--- src/rtl/score_tile_streamer_pkg.sv ---
// score_tile_streamer_pkg
//   Shared definitions for the score panel tile streamer:
//   - stream_state_e : streamer FSM states
//   - DIGIT_BASE     : tile code of digit '0' in the panel font
//   - PANEL_COLS/ROWS: default panel geometry (characters)
package score_tile_streamer_pkg;

  typedef enum logic [1:0] {
    ST_IDLE   = 2'd0,
    ST_FETCH  = 2'd1,
    ST_EMIT   = 2'd2,
    ST_FINISH = 2'd3
  } stream_state_e;

  localparam logic [7:0] DIGIT_BASE = 8'h30;
  localparam int         PANEL_COLS = 7;
  localparam int         PANEL_ROWS = 6;

endpackage

--- src/rtl/score_tile_streamer_bcd_digit_blank.sv ---
// bcd_digit_blank
//   Maps a panel column to the overlay tile code for the latched 4-digit BCD
//   score. Columns 1..4 show SCORE[15:12] .. SCORE[3:0]; leading zeros are
//   blanked to 8'h00 except the last digit, which always shows.
// Ports:
//   i_score : latched packed BCD score
//   i_col   : panel column being fetched
//   o_hit   : column lies inside the score field (1..4)
//   o_code  : overlay tile code for that column
module bcd_digit_blank
  import score_tile_streamer_pkg::*;
(
  input  logic [15:0] i_score,
  input  logic [2:0]  i_col,
  output logic        o_hit,
  output logic [7:0]  o_code
);

  logic [3:0] w_digit;
  logic       w_blank;

  always_comb begin
    w_digit = 4'd0;
    w_blank = 1'b0;
    o_hit   = 1'b1;
    case (i_col)
      3'd1: begin
        w_digit = i_score[15:12];
        w_blank = (i_score[15:12] == 4'd0);
      end
      3'd2: begin
        w_digit = i_score[11:8];
        w_blank = (i_score[15:8] == 8'd0);
      end
      3'd3: begin
        w_digit = i_score[7:4];
        w_blank = (i_score[15:4] == 12'd0);
      end
      3'd4: w_digit = i_score[3:0];
      default: o_hit = 1'b0;
    endcase
    o_code = w_blank ? 8'h00 : (DIGIT_BASE + {4'h0, w_digit});
  end

endmodule

--- src/rtl/score_tile_streamer.sv ---
// score_tile_streamer
//   Streams the score panel as ROWS x COLS tiles in raster order. Each tile is
//   read from a combinational character ROM (FETCH) and presented on a
//   valid/ready port on the following cycle (EMIT). DONE pulses once after the
//   last tile is accepted.
//   Optional macro SCORE_OVERLAY_EN: replaces row ROWS-1, columns 1..4 with
//   the BCD score digits latched at START (leading zeros blanked).
// Ports:
//   CLK, RESET_N            : clock, async active-low reset
//   START, SCORE            : stream request and score to latch
//   CHAR_ADDR, CHAR_DATA    : ROM address out, tile code back (same cycle)
//   TILE_X/Y/CODE           : presented tile column, row and code
//   TILE_VALID, TILE_READY  : downstream handshake
//   BUSY, DONE              : stream active, one-cycle completion pulse
module score_tile_streamer
  import score_tile_streamer_pkg::*;
#(
  parameter int COLS = PANEL_COLS,
  parameter int ROWS = PANEL_ROWS
) (
  input  logic        CLK,
  input  logic        RESET_N,
  input  logic        START,
  input  logic [15:0] SCORE,
  output logic [5:0]  CHAR_ADDR,
  input  logic [7:0]  CHAR_DATA,
  output logic [2:0]  TILE_X,
  output logic [2:0]  TILE_Y,
  output logic [7:0]  TILE_CODE,
  output logic        TILE_VALID,
  input  logic        TILE_READY,
  output logic        BUSY,
  output logic        DONE
);

  localparam logic [2:0] COL_LAST = 3'(COLS - 1);
  localparam logic [2:0] ROW_LAST = 3'(ROWS - 1);

  stream_state_e r_state;
  logic [2:0]    r_col, r_row;
  logic [5:0]    r_addr;
  logic [2:0]    r_x, r_y;
  logic [7:0]    r_code;
  logic          r_valid, r_busy, r_done;
  logic [7:0]    w_code;
  logic          w_last;

  assign w_last = (r_row == ROW_LAST) && (r_col == COL_LAST);

`ifdef SCORE_OVERLAY_EN
  logic [15:0] r_score;
  logic        w_hit;
  logic [7:0]  w_ovl_code;

  bcd_digit_blank u_digit (
    .i_score (r_score),
    .i_col   (r_col),
    .o_hit   (w_hit),
    .o_code  (w_ovl_code)
  );

  assign w_code = (r_row == ROW_LAST && w_hit) ? w_ovl_code : CHAR_DATA;
`else
  logic w_unused_score;
  assign w_unused_score = ^SCORE;
  assign w_code         = CHAR_DATA;
`endif

  always_ff @(posedge CLK or negedge RESET_N) begin
    if (!RESET_N) begin
      r_state <= ST_IDLE;
      r_col   <= 3'd0;
      r_row   <= 3'd0;
      r_addr  <= 6'd0;
      r_x     <= 3'd0;
      r_y     <= 3'd0;
      r_code  <= 8'h00;
      r_valid <= 1'b0;
      r_busy  <= 1'b0;
      r_done  <= 1'b0;
`ifdef SCORE_OVERLAY_EN
      r_score <= 16'h0000;
`endif
    end else begin
      r_done <= 1'b0;
      case (r_state)
        ST_IDLE: begin
          // START is only sampled here, so a mid-stream START cannot touch
          // the latched score or counters.
          if (START) begin
            r_state <= ST_FETCH;
            r_busy  <= 1'b1;
            r_col   <= 3'd0;
            r_row   <= 3'd0;
            r_addr  <= 6'd0;
`ifdef SCORE_OVERLAY_EN
            r_score <= SCORE;
`endif
          end
        end
        ST_FETCH: begin
          r_code  <= w_code;
          r_x     <= r_col;
          r_y     <= r_row;
          r_valid <= 1'b1;
          r_state <= ST_EMIT;
        end
        ST_EMIT: begin
          if (TILE_READY) begin
            r_valid <= 1'b0;
            if (w_last) begin
              // Park address/counters at 0 so CHAR_ADDR never leaves range.
              r_state <= ST_FINISH;
              r_done  <= 1'b1;
              r_col   <= 3'd0;
              r_row   <= 3'd0;
              r_addr  <= 6'd0;
            end else begin
              // Raster order makes row*COLS+col a simple running count.
              r_state <= ST_FETCH;
              r_addr  <= r_addr + 6'd1;
              if (r_col == COL_LAST) begin
                r_col <= 3'd0;
                r_row <= r_row + 3'd1;
              end else begin
                r_col <= r_col + 3'd1;
              end
            end
          end
        end
        ST_FINISH: begin
          r_state <= ST_IDLE;
          r_busy  <= 1'b0;
        end
        default: r_state <= ST_IDLE;
      endcase
    end
  end

  assign CHAR_ADDR  = r_addr;
  assign TILE_X     = r_x;
  assign TILE_Y     = r_y;
  assign TILE_CODE  = r_code;
  assign TILE_VALID = r_valid;
  assign BUSY       = r_busy;
  assign DONE       = r_done;

endmodule
--- config.mk ---
export PLATFORM = sky130hd
export DESIGN_NAME = score_tile_streamer
export DESIGN_NICKNAME = d
export VERILOG_FILES = /design/src/rtl/score_tile_streamer_pkg.sv /design/src/rtl/score_tile_streamer_bcd_digit_blank.sv /design/src/rtl/score_tile_streamer.sv
export SDC_FILE = /design/constraint.sdc
export NUM_CORES = 1
export LEC_CHECK = 0
export ABC_AREA = 1
export CORE_MARGIN = 2
export CORE_UTILIZATION = 46
export CTS_BUF_LIST = sky130_fd_sc_hd__clkbuf_8
export CTS_CLUSTER_SIZE = 12
export DETAILED_ROUTE_END_ITERATION = 16
export GPL_ROUTABILITY_DRIVEN = 0
export GPL_TIMING_DRIVEN = 0
export PLACE_DENSITY = 0.82
export SLEW_MARGIN = 20
export SYNTH_ARGS = -nofsm -noshare
export SYNTH_HDL_FRONTEND = slang
export SYNTH_SLANG_ARGS = --single-unit
--- constraint.sdc ---
create_clock -name CLK -period 1.7 [get_ports CLK]
set_clock_uncertainty 0.15 [all_clocks]
set_input_delay 0.34 -clock CLK [delete_from_list [all_inputs] [get_ports CLK]]
set_output_delay 0.34 -clock CLK [all_outputs]
set_load 0.05 [all_outputs]
==> run summary, run 1 <==
========================================================================================
Status                                                                      finished, final reports clean
Via count                                                                           1109
Core Region                                                                    3003 um^2
Peak VDD IR                                                                     615.1 uV
Worst-path fanout max                                                                  3
Htree depth                                                                            2
Max Slew Vio Count                                                                     0
Number of nets in the synthesized netlist                                            174
Clock tree from TritonCTS                                                           done
Warning count from the yosys run                                                       0
Number of max-capacitance violations reported                                          0
TritonCTS Buffers                                                                      5
Number of iterations in the first detailed-routing pass                                4
Top cells by area, synth                                                    dfrtp_1 55%, nand2_1 9.0%, mux2_1 7.9%
Number of global-route vias before repair                                           1176
Number of instances in the synthesized netlist                                       143
Library cell with the largest summed area after synthesis                        dfrtp_1
Placement row count                                                                   20
Die Y                                                                           59.54 um
WP buf/inv                                                                             1
Fillcell total                                                                       242
Launching instance or port of the critical path                             CHAR_ADDR[5]
1st-iter DRT viols                                                                    26
Reg clk slew, reported paths                                                       60 ps
DIE AREA                                                                       3545 um^2
Final antenna diode count                                                              0
Vias per Instance                                                                  5.087
Synth unique cells                                                                    23
Proportion of netlist area held by the largest area contributor                   0.5467
Wire length of the first global-routing pass                                     4830 um
Register bit count reported by yosys                                                  31
Die span in x                                                                   59.54 um
Maximum number of pins on one net before global-route repair                          32
M1 GR Usage                                                                       0.1894
Startpoint of the lowest-slack register-to-register path                        r_row[0]
CP peak stage delay                                                               510 ps
Clock latency at the later pin of the worst-skew pair                             270 ps
Num ports                                                                             51
Capturing element type of the critical path                                  output port
Power density over the cells                                                1852 nW/um^2
Worst hold margin                                                               333.2 ps
Arrival @ worst endpoint                                                         1170 ps
Layout Cells excl Fill                                                               218
Top Usage Layer GRT                                                                 met2
Relative area change from synthesis to final layout                               31.04%
Crit-path cells                                                             clkdlybuf4s15_1
Clk sinks                                                                             31
Main synth FF type                                                               dfrtp_1
Launch instance of the worst min-delay path                                   TILE_VALID
Type of the tightest min-delay check                                          reg -> reg
Worst slew margin relative to its limit                                           0.5491
Most frequent standard cell in the layout excluding fill and tap cells           nand2_1
Fraction of layout cells with a size suffix above 1                               0.1892
DRC violation count after routing                                                      0
Post-synth EDFFs                                                                       0
Final period util                                                                 0.9754
Max clock buf depth                                                                    2
Cell total after placement                                                           210
Global-route met2 utilization                                                     0.3407
Reported leakage power                                                         0.9213 nW
Count of endpoints failing setup in the final report                                   0
Crit path launch type                                                           register
Average wire length per cell after detail routing                               13.17 um
Commonest non-fill, non-tap cells in the layout                             34 x nand2_1, 31 x dfrtp_1, 17 x dlygate4sd2_1
DPL Wire Length                                                                  2166 um
Critical path start-end classification                                        reg -> out
Post-route antenna net violation count                                                 0
Number of antenna violations at the first check in global routing                      0
Maximum clock rate                                                             603.1 MHz
Combined global-route utilization of all metal layers                             0.1826
Total standard cell area after synthesis                                       1419 um^2
Final hold vios                                                                        0
Share of the yosys chip area belonging to registers                               0.5467
RSZ-0062 raised after global routing                                               false
Cell with the largest stage delay on the worst path                         clkdlybuf4s15_1
Starting utilization of the core area                                             0.4725
Final TNS setup                                                                     0 ps
Met3 layer usage reported by global route                                        0.04803
Leftover overflow at the end of global routing                                         0
Number of port buffers                                                                34
Total wirelength of the detailed-routed design                                   2870 um
Synth Area per Inst                                                           9.922 um^2
Post-layout net count                                                                216
Pin slew with the least headroom to its limit                                   676.4 ps
Post-synth ARST share                                                              1.000
Clk root buf                                                                    clkbuf_8
Final Critical Period                                                            1658 ps
Category of cells accounting for the largest share of critical-path delay   buffers and inverters
Required time worst endpoint                                                     1210 ps
========================================================================================
through the flow:
stage	worst slack, ps	util	power [mW]	cell area, um^2
CTS	1.240	0.6238	3.490	1873
floorplan	46.70	-	2.450	1419
finish	41.80	0.6192	3.444	1859
global route	1.289	0.6192	3.647	1859
detailed placement	-36.33	0.5979	3.039	1795
global placement	-350.7	0.5996	2.962	1800
where the power goes:
group          internal [mW]  total (mW)  switching, mW
clock                  0.317       0.569          0.252
combinational          0.512        1.71           1.20
sequential             0.988        1.16          0.176
total                   1.82        3.44           1.63
cell usage after synthesis, drive strengths merged (3+ instances only):
library cell	number
nand2	40
o21ai	9
nor2	13
buf	3
dfrtp	31
mux2	10
inv	14
a21oi	3
ha	3
nand3	12
final timing paths:
path | to | slack, ps | cells past startpoint
worst max register to register | CHAR_ADDR[3] | 260 | 8
worst min-delay path | TILE_VALID | 330 | 2
max in group asynchronous | TILE_CODE[2] | 470 | 2
min in group asynchronous | TILE_CODE[6] | 490 | 2
worst min register to register | TILE_VALID | 330 | 2
worst max-delay path | CHAR_ADDR[5] | 40 | 1
cells by family after synthesis:
logic type / Yosys count / share of synthesized area
flip-flops: 31 / 0.5467
buffers and inverters: 18 / 0.06261
AO/OA/AOI/OAI: 14 / 0.06085
multiplexers: 10 / 0.07937
adder cells (fa/ha/maj): 3 / 0.02646
AND/OR/NAND/NOR: 67 / 0.2240
sequential cells by signal, indices dropped and copies added, names as in the netlist:
name and flops:
TILE_CODE 8, CHAR_ADDR 6, TILE_X 3, TILE_Y 3
r_col 3, r_row 3, r_state 2, BUSY 1
DONE 1, TILE_VALID 1
metal layers:
metal	part of all wire	wire (um)
met1	0.41	1186
met2	0.52	1492
met3	0.052	148
met4	0.015	42
met5	0	0
cell type report:
type	count	area, um^2	share of cell area
Multi-Input combinational cell	94	554.3	0.2981
Timing Repair Buffer	35	311.5	0.1676
Buffer	3	32.53	0.01750
Clock buffer	6	82.58	0.04441
Clock inverter	1	5.005	0.002692
Sequential cell	31	775.7	0.4172
Tap cell	33	41.29	0.02221
Inverter	15	56.30	0.03028
repair_timing:
item,in CTS,in global routing
hold buffers,1,0
hold endpoints to repair,31,0
pin swaps,0,0
endpoints found under the setup margin,23,4
buffers inserted,0,0
gates resized for setup,30,4
Power figures use the tool's default switching activity.
==> inputs of run 2 (changes only) <==
- CORE_UTILIZATION: 46 -> 45
- PLACE_DENSITY: 0.82 -> 0.8
==> run 2 against run 1 <==
Against the previous run:
- core utilization rose by 0.69 points
- combinational power barely moved
- first-iteration DRC count fell by 23%
- sequential cell count did not move
- critical path type unchanged
- die area rose by 2.1%
- count of clock-buffer cells in the layout rose by 1
- design area rose by 2.0%
- non-clock buffer count did not move
==> run summary, run 2 (synthesis results as in run 1) <==
========================================================================================
Status                                                                      finished, final reports clean
Crit path launch type                                                           register
Arrival @ worst endpoint                                                         1170 ps   about the same
Fillcell total                                                                       252   +4.1%
Final TNS setup                                                                     0 ps   unchanged
Number of global-route vias before repair                                           1094   -7.0%
Power Total                                                                     3.518 mW   +2.2%
Worst-path fanout max                                                                  2   -1
Average wire length per cell after detail routing                               12.51 um   -5.0%
Clock latency at the later pin of the worst-skew pair                             280 ps   about the same
Placement row count                                                                   20   unchanged
DIE AREA                                                                       3618 um^2   +2.1%
Max clock buf depth                                                                    2   unchanged
Reg clk slew, reported paths                                                       60 ps   about the same
Crit-path cells                                                             dlygate4sd2_1
Max Slew Vio Count                                                                     0   unchanged
Starting utilization of the core area                                             0.4686   -0.003905
Met3 layer usage reported by global route                                        0.05195   +0.003913
Type of the tightest min-delay check                                          reg -> reg
Post-route antenna net violation count                                                 0   unchanged
Capturing element type of the critical path                                  output port
CP peak stage delay                                                               550 ps   +40 ps
Cell with the largest stage delay on the worst path                         dlygate4sd2_1
Critical path start-end classification                                        reg -> out
Die Y                                                                           60.15 um   +1.0%
Htree depth                                                                            2   unchanged
Maximum number of pins on one net before global-route repair                          32   unchanged
Largest register FFs                                                                   8   unchanged
Num ports                                                                             51   unchanged
Total wirelength of the detailed-routed design                                   2878 um   +0.28%
Post CTS Setup Buffer Count                                                            0   unchanged
Place WS                                                                       -48.11 ps   -11.78 ps
Required time worst endpoint                                                     1210 ps   about the same
FF/Latch Area                                                                 775.7 um^2   unchanged
Final period util                                                                 0.9767   +0.001250
Top Usage Layer GRT                                                                 met2
Relative area change from synthesis to final layout                               33.60%
Pin slew with the least headroom to its limit                                   691.9 ps   +15.49 ps
WP buf/inv                                                                             1   unchanged
Via count                                                                           1088   -1.9%
Core Region                                                                    3028 um^2   +0.83%
Die span in x                                                                   60.15 um   +1.0%
Core Util, Final                                                                  0.6260   +0.006866
Count of endpoints failing setup in the final report                                   0   unchanged
Final Critical Period                                                            1660 ps   +2.124 ps
Area of the multi-input gates                                                 554.3 um^2   unchanged
TritonCTS Buffers                                                                      5   unchanged
Category of cells accounting for the largest share of critical-path delay   buffers and inverters
Post-layout net count                                                                216   unchanged
Clock tree from TritonCTS                                                           done
Combined global-route utilization of all metal layers                             0.1816   -0.0009932
RSZ-0062 raised after global routing                                               false
Global-route met2 utilization                                                     0.3168   -0.02389
Min setup slack post-route                                                      39.68 ps   -2.124 ps
Number of antenna violations at the first check in global routing                      0   unchanged
Reported leakage power                                                         0.9244 nW   +0.34%
Wire length of the first global-routing pass                                     4636 um   -4.0%
DPL Wire Length                                                                  2084 um   -3.8%
Vias per Instance                                                                  4.730   -7.0%
DRC violation count after routing                                                      0   unchanged
Final antenna diode count                                                              0   unchanged
Leftover overflow at the end of global routing                                         0   unchanged
Most frequent standard cell in the layout excluding fill and tap cells           nand2_1
M1 GR Usage                                                                       0.1918   +0.002366
Commonest non-fill, non-tap cells in the layout                             34 x nand2_1, 31 x dfrtp_1, 15 x dlygate4sd2_1
Fraction of layout cells with a size suffix above 1                               0.1935   +0.004359
Clk root buf                                                                    clkbuf_8
Power density over the cells                                                1856 nW/um^2   +0.20%
Worst slew margin relative to its limit                                           0.5387   -0.01033
Peak VDD IR                                                                     625.0 uV   +1.6%
1st-iter DRT viols                                                                    20   -23%
Number of iterations in the first detailed-routing pass                                4   unchanged
Number of port buffers                                                                34   unchanged
Clk sinks                                                                             31   unchanged
Maximum clock rate                                                             602.3 MHz   -0.13%
Final hold vios                                                                        0   unchanged
Number of max-capacitance violations reported                                          0   unchanged
========================================================================================
-- run 2: cell types whose count changed in the layout (fill, tap and decap cells not counted) --
| cell | delta |
|---|---|
| clkdlybuf4s15_2 | +2 |
| dlygate4sd2_1 | -2 |
| clkbuf_2 | -1 |
| clkbuf_8 | +1 |
| clkdlybuf4s15_1 | +1 |
| clkinv_2 | -1 |
| inv_1 | +1 |
-- run 2: stage by stage --
| stage | cell area, um^2 | instances | hold WS, ps |
|---|---|---|---|
| CTS | 1903 | 230 | 322.9 |
| floorplan | 1419 | 143 | -105.6 |
| global placement | 1814 | 221 | 307.1 |
| finish | 1896 | 230 | 320.2 |
| global route | 1896 | 230 | 359.1 |
| detailed placement | 1809 | 221 | 267.3 |
-- run 2: path summary, 6_finish.rpt --
check	cells after the start	slack, ps	start	endpoint
worst max-delay path	1	40	TILE_X[0]	TILE_X[0]
worst min-delay path	2	320	TILE_VALID	TILE_VALID
worst max register to register	8	270	r_row[0]	CHAR_ADDR[5]
worst min register to register	2	320	TILE_VALID	TILE_VALID
max in group asynchronous	2	460	RESET_N	CHAR_ADDR[0]
min in group asynchronous	2	490	RESET_N	TILE_CODE[1]
-- run 2: per-layer routing --
| metal | vias up | share of wire |
|---|---|---|
| met4 | 0 | 0.014 |
| met1 | 507 | 0.41 |
| li1 | 544 | - |
| met2 | 32 | 0.52 |
| met3 | 5 | 0.056 |
| met5 | - | 0 |
-- run 2: where the power goes --
group          switching (mW)  internal (mW)  leakage [nW]
clock                   0.254          0.363        0.0557
combinational            1.21          0.527         0.469
sequential              0.179          0.988         0.400
-- run 2: what timing repair did --
action,CTS,global route
hold buffers,1,0
endpoints found under the hold margin,31,0
cloned,0,0
gates resized for setup,33,4
setup endpoints to repair,23,4
-- run 2: cell type report --
class                      count  area share
timing repair buffer          35      0.1696
buffer                         3     0.01716
inverter                      15     0.02970
multi-input combinational     94      0.2924
sequential                    31      0.4092
tap                           44     0.02904
clock buffer                   7     0.05083
clock inverter                 1    0.001980
